## config.mk

```make
export PLATFORM = sky130hd
export DESIGN_NAME = video_test_pattern_gen
export DESIGN_NICKNAME = d
export VERILOG_FILES = /design/src/rtl/video_test_pattern_gen.sv
export SDC_FILE = /design/constraint.sdc
export NUM_CORES = 1
export LEC_CHECK = 0
export CORE_MARGIN = 3
export CORE_UTILIZATION = 25
export CTS_CLUSTER_SIZE = 25
export DETAILED_ROUTE_END_ITERATION = 10
export PLACE_DENSITY = 0.49
export SYNTH_ARGS = -nofsm -noshare
export SYNTH_HDL_FRONTEND = slang
export SYNTH_SLANG_ARGS = --single-unit
```

## constraint.sdc

```tcl
create_clock -name axi_aclk -period 7.65 [get_ports axi_aclk]
set_input_delay 1.1475 -clock axi_aclk [delete_from_list [all_inputs] [get_ports axi_aclk]]
set_output_delay 1.1475 -clock axi_aclk [all_outputs]
set_load 0.02 [all_outputs]
```

## src/rtl/video_test_pattern_gen.sv

```systemverilog
// Synthetic AXI4-Stream video source: whole frames with SOF on TUSER, EOL on TLAST,
// programmable line/frame blanking and a VSYNC-like level during frame blanking.
module video_test_pattern_gen #(
  parameter int H_ACTIVE         = 1920,
  parameter int V_ACTIVE         = 1080,
  parameter int LINE_GAP_CYCLES  = 16,
  parameter int FRAME_GAP_CYCLES = 1024
) (
  input  logic        axi_aclk,
  input  logic        axi_areset,
  input  logic        ctrl_enable,
  input  logic        ctrl_soft_reset,
  input  logic [1:0]  ctrl_pattern,
  output logic [23:0] m_axis_vid_tdata,
  output logic        m_axis_vid_tvalid,
  input  logic        m_axis_vid_tready,
  output logic        m_axis_vid_tlast,
  output logic        m_axis_vid_tuser,
  output logic        vid_vsync,
  output logic [15:0] sts_frame_cnt,
  output logic        sts_busy
);

  localparam logic [1:0] S_IDLE   = 2'd0;
  localparam logic [1:0] S_FGAP   = 2'd1;
  localparam logic [1:0] S_ACTIVE = 2'd2;
  localparam logic [1:0] S_LGAP   = 2'd3;

  localparam logic [11:0] X_LAST   = 12'(H_ACTIVE - 1);
  localparam logic [10:0] Y_LAST   = 11'(V_ACTIVE - 1);
  localparam logic [11:0] BAR_LAST = 12'((H_ACTIVE / 8) - 1);
  localparam logic [15:0] FG_LAST  = 16'(FRAME_GAP_CYCLES - 1);
  localparam logic [15:0] LG_LAST  = 16'((LINE_GAP_CYCLES > 0) ? LINE_GAP_CYCLES - 1 : 0);
  localparam bit          HAS_LG   = (LINE_GAP_CYCLES > 0);

  logic [1:0]  r_state;
  logic [11:0] r_x;
  logic [10:0] r_y;
  logic [15:0] r_gap;
  logic [1:0]  r_pat;
  logic [2:0]  r_bar;
  logic [11:0] r_bar_cnt;
  logic [23:0] r_idx;
  logic [15:0] r_frame_cnt;
  logic [23:0] r_tdata;
  logic        r_tvalid;
  logic        r_tlast;
  logic        r_tuser;
  logic        r_vsync;
  logic        r_busy;

  logic [1:0]  w_state_n;
  logic [11:0] w_x_n;
  logic [10:0] w_y_n;
  logic [15:0] w_gap_n;
  logic [1:0]  w_pat_n;
  logic [2:0]  w_bar_n;
  logic [11:0] w_bar_cnt_n;
  logic [23:0] w_idx_n;
  logic [15:0] w_frame_cnt_n;
  logic        w_hs;
  logic        w_active_n;

  function automatic logic [23:0] bar_colour(input logic [2:0] bar);
    logic [23:0] c;
    case (bar)
      3'd0:    c = 24'hFFFFFF;
      3'd1:    c = 24'hFFFF00;
      3'd2:    c = 24'h00FFFF;
      3'd3:    c = 24'h00FF00;
      3'd4:    c = 24'hFF00FF;
      3'd5:    c = 24'hFF0000;
      3'd6:    c = 24'h0000FF;
      default: c = 24'h000000;
    endcase
    return c;
  endfunction

  // The pixel index pattern uses the running counter so no multiplier is needed.
  function automatic logic [23:0] pixel(input logic [1:0] pat, input logic [11:0] x,
                                        input logic [10:0] y, input logic [2:0] bar,
                                        input logic [23:0] idx, input logic inv);
    logic [23:0] px;
    case (pat)
      2'd0:    px = bar_colour(bar);
      2'd1:    px = {x[7:0], x[7:0], x[7:0]};
      2'd2:    px = (x[4] ^ y[4] ^ inv) ? 24'hFFFFFF : 24'h000000;
      2'd3:    px = idx;
      default: px = 24'h000000;
    endcase
    return px;
  endfunction

  assign w_hs       = r_tvalid && m_axis_vid_tready;
  assign w_active_n = (w_state_n == S_ACTIVE);

  // Next-state and raster position logic; soft reset overrides all states.
  always_comb begin
    w_state_n     = r_state;
    w_x_n         = r_x;
    w_y_n         = r_y;
    w_gap_n       = r_gap;
    w_pat_n       = r_pat;
    w_bar_n       = r_bar;
    w_bar_cnt_n   = r_bar_cnt;
    w_idx_n       = r_idx;
    w_frame_cnt_n = r_frame_cnt;
    if (ctrl_soft_reset) begin
      w_state_n   = S_IDLE;
      w_x_n       = 12'd0;
      w_y_n       = 11'd0;
      w_gap_n     = 16'd0;
      w_bar_n     = 3'd0;
      w_bar_cnt_n = 12'd0;
      w_idx_n     = 24'd0;
    end else begin
      case (r_state)
        S_IDLE: begin
          if (ctrl_enable) begin
            w_state_n = S_FGAP;
            w_gap_n   = 16'd0;
          end else begin
            w_state_n = S_IDLE;
          end
        end
        S_FGAP: begin
          if (r_gap == FG_LAST) begin
            w_state_n   = S_ACTIVE;
            w_gap_n     = 16'd0;
            w_pat_n     = ctrl_pattern;
            w_x_n       = 12'd0;
            w_y_n       = 11'd0;
            w_bar_n     = 3'd0;
            w_bar_cnt_n = 12'd0;
            w_idx_n     = 24'd0;
          end else begin
            w_gap_n = r_gap + 16'd1;
          end
        end
        S_ACTIVE: begin
          if (w_hs) begin
            w_idx_n = r_idx + 24'd1;
            if (r_x == X_LAST) begin
              w_x_n       = 12'd0;
              w_bar_n     = 3'd0;
              w_bar_cnt_n = 12'd0;
              w_gap_n     = 16'd0;
              if (r_y == Y_LAST) begin
                w_y_n         = 11'd0;
                w_frame_cnt_n = r_frame_cnt + 16'd1;
                w_state_n     = ctrl_enable ? S_FGAP : S_IDLE;
              end else begin
                w_y_n     = r_y + 11'd1;
                w_state_n = HAS_LG ? S_LGAP : S_ACTIVE;
              end
            end else begin
              w_x_n = r_x + 12'd1;
              // Bar 7 saturates so it absorbs the remainder of H_ACTIVE/8.
              if (r_bar == 3'd7) begin
                w_bar_n = r_bar;
              end else if (r_bar_cnt == BAR_LAST) begin
                w_bar_n     = r_bar + 3'd1;
                w_bar_cnt_n = 12'd0;
              end else begin
                w_bar_cnt_n = r_bar_cnt + 12'd1;
              end
            end
          end else begin
            w_state_n = S_ACTIVE;
          end
        end
        S_LGAP: begin
          if (r_gap == LG_LAST) begin
            w_state_n = S_ACTIVE;
            w_gap_n   = 16'd0;
          end else begin
            w_gap_n = r_gap + 16'd1;
          end
        end
        default: begin
          w_state_n = S_IDLE;
        end
      endcase
    end
  end

  // State registers and outputs, all derived from the next state so they stay aligned.
  always_ff @(posedge axi_aclk) begin
    if (axi_areset) begin
      r_state     <= S_IDLE;
      r_x         <= 12'd0;
      r_y         <= 11'd0;
      r_gap       <= 16'd0;
      r_pat       <= 2'd0;
      r_bar       <= 3'd0;
      r_bar_cnt   <= 12'd0;
      r_idx       <= 24'd0;
      r_frame_cnt <= 16'd0;
      r_tdata     <= 24'd0;
      r_tvalid    <= 1'b0;
      r_tlast     <= 1'b0;
      r_tuser     <= 1'b0;
      r_vsync     <= 1'b0;
      r_busy      <= 1'b0;
    end else begin
      r_state     <= w_state_n;
      r_x         <= w_x_n;
      r_y         <= w_y_n;
      r_gap       <= w_gap_n;
      r_pat       <= w_pat_n;
      r_bar       <= w_bar_n;
      r_bar_cnt   <= w_bar_cnt_n;
      r_idx       <= w_idx_n;
      r_frame_cnt <= w_frame_cnt_n;
      r_tvalid    <= w_active_n;
      r_tlast     <= w_active_n && (w_x_n == X_LAST);
      r_tuser     <= w_active_n && (w_x_n == 12'd0) && (w_y_n == 11'd0);
      r_vsync     <= (w_state_n == S_FGAP);
      r_busy      <= (w_state_n != S_IDLE);
      r_tdata     <= w_active_n ? pixel(w_pat_n, w_x_n, w_y_n, w_bar_n, w_idx_n,
                                        w_frame_cnt_n[0]) : 24'd0;
    end
  end

  assign m_axis_vid_tdata  = r_tdata;
  assign m_axis_vid_tvalid = r_tvalid;
  assign m_axis_vid_tlast  = r_tlast;
  assign m_axis_vid_tuser  = r_tuser;
  assign vid_vsync         = r_vsync;
  assign sts_frame_cnt     = r_frame_cnt;
  assign sts_busy          = r_busy;

endmodule

```

==> reports/results.tsv, run 1 <==
metric	value	unit
syn-num-nets	902	
overflow	0	
die_h	175	um
worstPathArrival	4.49	ns
finalCritPeriodShare	54.4	%
final_cell_mix	127 x dfxtp_1, 106 x nor2_1, 51 x clkdlybuf4s50_1, 45 x nand2_1, 43 x a21oi_1	
via_per_inst	5.39	
final_cells	1305	
worst_pin_slew	1.15	ns
clockBufferDepth	2	
cts_tree	done	
synth_ff_type	dfxtp_1	
dieArea	30700	um2
placed_cell_area	8040	um2
synth_adder_area_share	2.45	%
reg2reg_slack	3.78	ns
drc	0	
yosys.area.top_type	dfxtp_1	
internal_power	1.22	mW
end_kind	register	
path_class	in2reg	
fin_skew	0.00909	ns
multi_input_area	4320	um2
vias	7036	
diodes	0	
io_pins	52	
grt_pass1_wl	38000	um
grt_pass1_vias	6694	
p_comb_share	3.0	%
fmax	240	MHz
yosysUniqueCellTypes	75	
muxShareOfSynthArea	2.60	%
htree_levels	4	
start_util	25.6	%
row_count	61	
crit_fanout	17	
drt_iter0_drc	655	
switching_power	0.365	mW
seq_area_frac_synth	35.5	%
yosys.area_share.simple	29.4	%
period_minus_slack	4.16	ns
crit_path_end	m_axis_vid_tdata[18]	
yosys.area.top_type_share	35.5	%
clk_latency	0.43	ns
wirelength	23900	um
core	28000	um2
synth.area.top_cells	dfxtp_1 36%, nor2_1 5.6%, o22ai_1 3.1%	
clock-root-buffer	clkbuf_16	
regArea	2540	um2
fill_cells	2981	
p_sw_share	23.0	%
ys_warn_count	0	
ff2ff_path_depth	8	
grt_antenna_before_repair	0	
p_clk_share	55.2	%
postCtsHoldBufs	0	
layout-drive-gt1-share	7.23	%
dp_hpwl	16800	um
power_per_cell_area	183	nW/um2
hold_violations	0	
design_area	8660	um2
cts-resized-gates	0	
slew_headroom	23.0	%
layout_commonest_cell	dfxtp_1	
rsz0062_at_grt	no	
drv_cap	0	
vdd_drop_max	0.145	mV
antenna_left	0	
startpoint	m_axis_vid_tready	
grt_start_max_net_pins	43	
leakage	2.95	nW
synth_seq_cells	127	
seqPwrFrac	41.8	%
rr_startpoint	r_state[0]	
synth_edf_count	0	
gp_congestion	0.848	
startpoint_type	primary input	
die_x	175	um
dp.cells	1273	
netlist_area	7160	um2
cts.clk_slew.worst_paths	0.06	ns
hp-class	reg2reg	
areaGrowthSynthToFinish	20.9	%
cts_buffers	17	
status	finished, final reports clean	
wire_per_inst	18.3	um
post_cts_buffers	0	
syn_avg_cell_area	8.13	um2
syn_inst	881	
final_nets	935	
synth-xor-area-share	4.53	%
r2r_end	m_axis_vid_tdata[18]	
grt_use_total	15.6	%
critical_path_required	7.98	ns
synth_compound_area_share	21.2	%
port_buffers	51	
cts.sinks	127	
async_reset_ff_share	0	%
setup_viol	0	
synth_top_family_by_area	simple AND/OR/NAND/NOR gates	
finalMaxSlewViolations	0	
dr.pass1.iters	5	
tns	0	ns
==> registers in the layout, summed over array words and instances, names as in the netlist <==
name and cells:
sts_frame_cnt 16, r_pat 2, r_bar 3, r_gap 16
m_axis_vid_tdata 24, r_idx 24, r_y 11, r_bar_cnt 12
sts_busy 1, r_x 12, m_axis_vid_tlast 1, r_state 2
vid_vsync 1, m_axis_vid_tvalid 1, m_axis_vid_tuser 1
==> through the flow <==
stage,util (%),setup slack [ns],hold WS [ns],power [mW]
6_report,30.9,3.49,0.484,1.59
5_1_grt,30.9,3.31,0.506,1.63
4_1_cts,30.9,3.62,0.482,1.60
3_5_place_dp,28.7,3.19,0.474,0.725
3_3_place_gp,28.7,3.26,0.463,0.726
2_1_floorplan,-,4.10,0.444,0.705
==> kinds of logic after synthesis <==
group,Yosys count
adders and majority gates,14
DFF,127
buffers and inverters,77
xor gates and xnor gates,37
and+or+nand+nor,395
AOI/OAI and AO/OA,214
muxes,17
==> synthesized netlist by cell type (5+ instances only) <==
| cell | count |
|---|---|
| dfxtp_1 | 127 |
| nor2_1 | 106 |
| nand2_1 | 45 |
| a21oi_1 | 43 |
| clkbuf_1 | 41 |
| nand3_1 | 40 |
| o22ai_1 | 35 |
| nor3_1 | 34 |
| nand4_1 | 33 |
| nor4_1 | 29 |
| inv_1 | 28 |
| xnor2_1 | 24 |
| nor2b_1 | 20 |
| o21ai_0 | 18 |
| and3_1 | 16 |
| and2_1 | 15 |
| ha_1 | 14 |
| xor2_1 | 13 |
| a22oi_1 | 12 |
| o211ai_1 | 11 |
| a211o_1 | 10 |
| mux2i_1 | 10 |
| a22o_1 | 9 |
| a31oi_1 | 9 |
| o221ai_1 | 9 |
| and4_1 | 8 |
| o211a_1 | 8 |
| or4_1 | 8 |
| or3_1 | 7 |
| buf_2 | 6 |
| nor4b_1 | 6 |
| mux2_2 | 5 |
| nand2b_1 | 5 |
==> critical path, cell delays in order <==
cell and delay, ns:
clkdlybuf4s50_1 0.66, nand3_1 0.28, nor4_2 0.70, o22ai_1 0.23, a211oi_2 0.45, mux2_4 0.41
mux2_4 0.41, o22ai_1 0.20
==> final cells by class <==
type | instances | share of cell area, %
multi-input combinational | 677 | 49.9
sequential | 127 | 29.4
timing repair buffer | 63 | 6.94
tap | 378 | 5.46
clock buffer | 18 | 4.96
clock inverter | 14 | 2.20
inverter | 28 | 1.21
==> metal layers <==
layer / vias to the layer above / part of all wire (%) / track usage, %
li1: 3390 / - / -
met1: 3351 / 48 / 22.1
met4: 0 / 1.5 / 4.69
met2: 269 / 44 / 23.4
met3: 26 / 7.1 / 3.59
met5: - / 0 / 0
==> power groups by stage <==
stage / logic, mW / registers (mW) / clock network (mW)
after CTS: 0.0473 / 0.663 / 0.890
after floorplan: 0.0265 / 0.678 / 0
after detailed placement: 0.0473 / 0.678 / 0
after global routing: 0.0511 / 0.663 / 0.919
final: 0.0474 / 0.663 / 0.875
after global placement: 0.0476 / 0.678 / 0
==> worst min path at each step <==
stage | from | to | slack (ns) | depth (start not counted)
2_1_floorplan | r_gap[1] | r_gap[1] | 0.44 | 2
3_3_place_gp | r_gap[1] | r_gap[1] | 0.46 | 2
3_5_place_dp | r_gap[1] | r_gap[1] | 0.47 | 2
4_1_cts | r_gap[1] | r_gap[1] | 0.48 | 2
5_1_grt | r_gap[1] | r_gap[1] | 0.51 | 2
6_report | r_gap[1] | r_gap[1] | 0.48 | 2
(Power assumes the default switching activity.)
==> run 2: changes to the inputs <==
- PLACE_DENSITY: 0.49 -> 0.5
- clock period: 7.65 -> 3.45 ns (I/O delays scaled with it)
==> run 2 against run 1 <==
Against the previous run: critical path depth unchanged; cell count increased by 3.8%; core utilization increased by 1.3 points; highest routed layer unchanged; die area unchanged; wire length increased by 1.7%; register-to-register slack got worse by 3.6 ns; sequential power increased by 120%; sequential share of layout area decreased by 1.2 points; combinational power increased by 140%; critical path type is now reg2reg; final area increased by 4.1%.
==> reports/results.tsv, run 2 (same netlist as run 1, synthesis figures left out) <==
metric	value	unit	change
vias	7153		+1.7%
use_met2	24.0	%	+0.58 points
grt_start_max_net_pins	41		-4.7%
start_util	25.6	%	unchanged
gr-max-usage-layer	met2		
path_class	reg2reg		
via_per_inst	5.28		-2.0%
preCtsSetupSlack	0.254	ns	-2.94 ns
placed_cell_area	8420	um2	+4.7%
cts.clk_slew.worst_paths	0.06	ns	about the same
overflow	0		unchanged
cts_tree	done		
finalCritPeriodShare	94.1	%	
clock-root-buffer	clkbuf_16		
die_x	175	um	unchanged
cts.sinks	127		unchanged
fill_cells	3024		+1.4%
dr.pass1.iters	5		unchanged
die_h	175	um	unchanged
areaGrowthSynthToFinish	25.9	%	
rsz0062_at_grt	no		
setup_viol	0		unchanged
end_kind	register		
gp_congestion	0.881		+3.8%
cts_buffers	17		unchanged
postCtsHoldBufs	0		unchanged
rr_startpoint	r_gap[11]		
slew_headroom	45.5	%	+23 points
dieArea	30700	um2	unchanged
finalMaxSlewViolations	0		unchanged
cpMostUsedCell	or4_4		
min_delay_worst_endpoint	r_gap[1]		
use_met3	3.30	%	-0.28 points
layout_commonest_cell	dfxtp_1		
path_buf_inv	1		unchanged
design_area	9010	um2	+4.1%
hold_violations	0		unchanged
wirelength	24200	um	+1.7%
clockBufferDepth	2		unchanged
grt_use_total	16.0	%	+0.44 points
power_per_cell_area	380	nW/um2	+110%
slowest_delay	0.65	ns	-0.05 ns
crit_path_cell_trace	or4_4 -> or4_4 -> a21oi_1 -> nor2_1 -> a211oi_2 -> nand2_2 -> buf_4 -> o22ai_1		
core	28000	um2	unchanged
critical_path_required	3.80	ns	-4.18 ns
layout-drive-gt1-share	11.8	%	+4.6 points
reg2reg_slack	0.20	ns	-3.58 ns
grt_antenna_before_repair	0		unchanged
r2r_end	m_axis_vid_tdata[7]		
cts-resized-gates	0		unchanged
fmax	308	MHz	
cp_slowest_cell	or4_4		
drc	0		unchanged
grt_pass1_vias	6821		+1.9%
fin_skew	0.00935	ns	+0.000261 ns
crit_fanout	17		unchanged
worstPathArrival	3.59	ns	-0.90 ns
port_buffers	51		unchanged
vdd_drop_max	0.313	mV	+120%
ff2ff_path_depth	8		unchanged
antenna_left	0		unchanged
clk_latency	0.42	ns	about the same
min_from	r_gap[1]		
status	finished, final reports clean		
period_minus_slack	3.25	ns	
drt_iter0_drc	564		-14%
row_count	61		unchanged
io_pins	52		unchanged
worst_pin_slew	0.814	ns	-0.334 ns
startpoint_type	register		
htree_levels	4		unchanged
hp-class	reg2reg		
tns	0	ns	unchanged
critical_path.top_delay_family	simple AND/OR/NAND/NOR gates		
final_cell_mix	127 x dfxtp_1, 106 x nor2_1, 60 x buf_4, 51 x clkdlybuf4s50_1, 45 x nand2_1		
post_cts_buffers	0		unchanged
wire_per_inst	17.9	um	-2.0%
leakage	3.18	nW	+7.6%
dp_hpwl	17600	um	+5.3%
hold_depth	2		unchanged
met1_usage	23.2	%	+1.1 points
grt_pass1_wl	38900	um	+2.4%
diodes	0		unchanged
setup_slack	0.202	ns	-3.28 ns
drv_cap	0		unchanged
final_nets	984		+5.2%
run 2: cell type report:
type                       count  area, um2  area share (%)
timing repair buffer         112        981            10.9
tap                          378        473            5.25
sequential                   127       2540            28.2
multi-input combinational    677       4320            47.9
clock buffer                  23        488            5.41
clock inverter                 9        108            1.19
inverter                      28        105            1.17
run 2: how the worst max path moves through the flow:
stage                            startpoint                   end  slack (ns)  cells after the start
after floorplan           m_axis_vid_tready  m_axis_vid_tdata[16]        0.53                      9
after CTS                         r_gap[11]  m_axis_vid_tdata[23]        0.25                      8
after global placement            r_gap[11]   m_axis_vid_tdata[6]        0.27                      8
final                             r_gap[11]   m_axis_vid_tdata[7]        0.20                      8
after global routing              r_gap[11]   m_axis_vid_tdata[7]        0.07                      8
after detailed placement  m_axis_vid_tready      m_axis_vid_tuser        0.25                      9
run 2: worst register-to-register path, stage by stage (launching register included):
cell and delay [ns]:
dfxtp_1 0.33, or4_4 0.56, or4_4 0.65, a21oi_1 0.19, nor2_1 0.07, a211oi_2 0.58
nand2_2 0.35, buf_4 0.31, o22ai_1 0.13
run 2: per-layer routing:
metal / routed length (um) / up-vias
li1: - / 3489
met1: 12400 / 3444
met2: 10400 / 200
met3: 1200 / 20
met4: 297 / 0
met5: 0 / -
run 2: where the power goes:
part | switching, mW | leakage, nW | internal, mW
Combinational | 0.0803 | 1.87 | 0.0361
Sequential | 0.00181 | 1.02 | 1.47
Clock | 0.697 | 0.289 | 1.14
Total | 0.779 | 3.18 | 2.64
run 2: per-stage QoR:
stage	hold WS, ns	power, mW	utilization [%]	cells
3_5_place_dp	0.464	1.62	30.0	1322
2_1_floorplan	0.444	1.56	-	881
3_3_place_gp	0.461	1.62	30.0	1322
6_report	0.469	3.42	32.2	1354
5_1_grt	0.507	3.55	32.2	1354
4_1_cts	0.470	3.47	32.2	1354
==> run 3: changes to the inputs <==
- PLACE_DENSITY: 0.5 -> 0.49
- clock period: 3.45 -> 3 ns (I/O delays scaled with it)
==> run 3 against run 2 <==
Against the previous run: clock skew increased by 0.0023 ns; sequential cell count unchanged; global-route usage about the same; cell count increased by 4.9%; hold slack improved by 0.012 ns; non-clock buffer count increased by 65; maximum frequency increased by 10%; critical path depth decreased by 1; first-iteration DRC count increased by 21%; combinational power increased by 24%; critical endpoint is now m_axis_vid_tdata[14].
==> reports/results.tsv, run 3 (same netlist as run 1, synthesis figures left out) <==
metric	value	unit	change
status	finished, final reports clean		
drc	0		unchanged
overflow	0		unchanged
finalCritPeriodShare	98.1	%	+4.0 points
gp_congestion	0.913		+3.7%
dr.pass1.iters	5		unchanged
htree_levels	4		unchanged
power	3.99	mW	+17%
worstPathArrival	3.30	ns	-0.29 ns
clock-root-buffer	clkbuf_16		
grt_pass1_wl	38800	um	-0.32%
antenna_left	0		unchanged
crit_path_cell_trace	or4bb_4 -> or4_4 -> and3_4 -> o31a_1 -> mux2_4 -> mux2_4 -> o22ai_1		
via_per_inst	5.20		-1.5%
layout-drive-gt1-share	20.2	%	+8.4 points
dieArea	30700	um2	unchanged
fin_skew	0.0117	ns	+0.00234 ns
final_cell_mix	126 x dfxtp_1, 125 x buf_4, 106 x nor2_1, 51 x clkdlybuf4s50_1, 44 x nand2_1		
fmax	340	MHz	+10%
drt_iter0_drc	682		+21%
cts.clk_slew.worst_paths	0.06	ns	about the same
critical_path.top_delay_family	simple AND/OR/NAND/NOR gates		
drv_cap	0		unchanged
cts_buffers	17		unchanged
areaGrowthSynthToFinish	35.5	%	
start_util	25.6	%	unchanged
cpMostUsedCell	mux2_4		
crit_fanout	8		-9
fill_cells	2950		-2.4%
critical_path_required	3.35	ns	-0.45 ns
dp_hpwl	18400	um	+4.3%
core	28000	um2	unchanged
rr_startpoint	r_gap[10]		
worst_pin_slew	0.908	ns	+0.0935 ns
clockBufferDepth	2		unchanged
cts.sinks	127		unchanged
end_kind	register		
die_h	175	um	unchanged
final_nets	1051		+6.8%
dp.cells	1384		+4.7%
startpoint	r_gap[10]		
row_count	61		unchanged
startpoint_type	register		
setup_viol	0		unchanged
grt_start_max_net_pins	41		unchanged
hp-class	reg2reg		
grt_use_total	16.0	%	-0.021 points
cts_tree	done		
slowest_delay	0.61	ns	-0.04 ns
clk_latency	0.43	ns	about the same
vdd_drop_max	0.380	mV	+21%
finalMaxSlewViolations	0		unchanged
wirelength	25000	um	+3.1%
path_class	reg2reg		
wire_per_inst	17.6	um	-1.7%
period_minus_slack	2.94	ns	-0.305 ns
path_buf_inv	0		-1
postCtsHoldBufs	0		unchanged
diodes	0		unchanged
grt_antenna_before_repair	0		unchanged
io_pins	52		unchanged
power_per_cell_area	411	nW/um2	+8.3%
cp_slowest_cell	or4_4		
grt_pass1_vias	6837		+0.23%
port_buffers	51		unchanged
leakage	3.54	nW	+11%
hold_violations	0		unchanged
layout_commonest_cell	dfxtp_1		
final_cells	1421		+4.9%
min_from	r_gap[1]		
vias	7392		+3.3%
die_x	175	um	unchanged
slew_headroom	39.3	%	-6.3 points
run 3: final cells by class:
type                            instances  area, um2  share of cell area (%)
Multi-Input combinational cell        679       4510                    46.5
Sequential cell                       127       2540                    26.2
Timing Repair Buffer                  177       1460                    15.1
Clock buffer                           17        425                    4.39
Clock inverter                         15        184                    1.90
Inverter                               28        105                    1.08
Tap cell                              378        473                    4.88
run 3: worst min-delay path, cell delays in order, from the launching register on:
cell     delay [ns]
dfxtp_1        0.32
nand2_1        0.06
a21oi_1        0.05
run 3: worst paths after layout:
kind,to,slack (ns),depth (start not counted)
min reg2reg,r_gap[1],0.48,2
min,r_gap[1],0.48,2
max,m_axis_vid_tdata[14],0.06,7
max reg2reg,m_axis_vid_tdata[14],0.06,7
run 3: what timing repair did:
item / CTS / global route
pin swaps: 0 / 8
endpoints found under the hold margin: 0 / 0
setup buffers: 0 / 3
gates cloned: 0 / 2
gates resized for setup: 2 / 34
setup endpoints to repair: 8 / 26
run 3: power by group:
| group | switching, mW | internal, mW |
|---|---|---|
| registers | 0.00170 | 1.69 |
| logic | 0.0958 | 0.0487 |
| clock network | 0.839 | 1.31 |
| total | 0.937 | 3.05 |
run 3: metal layers:
metal	part of all wire [%]	global-route usage (%)
met2	44	23.9
met5	0	0
met4	1.3	4.92
met3	5.7	2.91
met1	49	23.3
run 3: per-stage QoR:
stage	utilization, %	TNS (ns)	hold slack, ns	cell area (um2)	worst slack, ns
floorplan	-	0	0.444	7160	0.0824
global placement	31.7	-0.0407	0.456	8870	-0.0390
detailed placement	31.7	-0.188	0.468	8870	-0.0708
CTS	33.9	0	0.481	9490	0.00349
global route	34.6	-0.0169	0.496	9700	-0.00678
finish	34.6	0	0.481	9700	0.0571
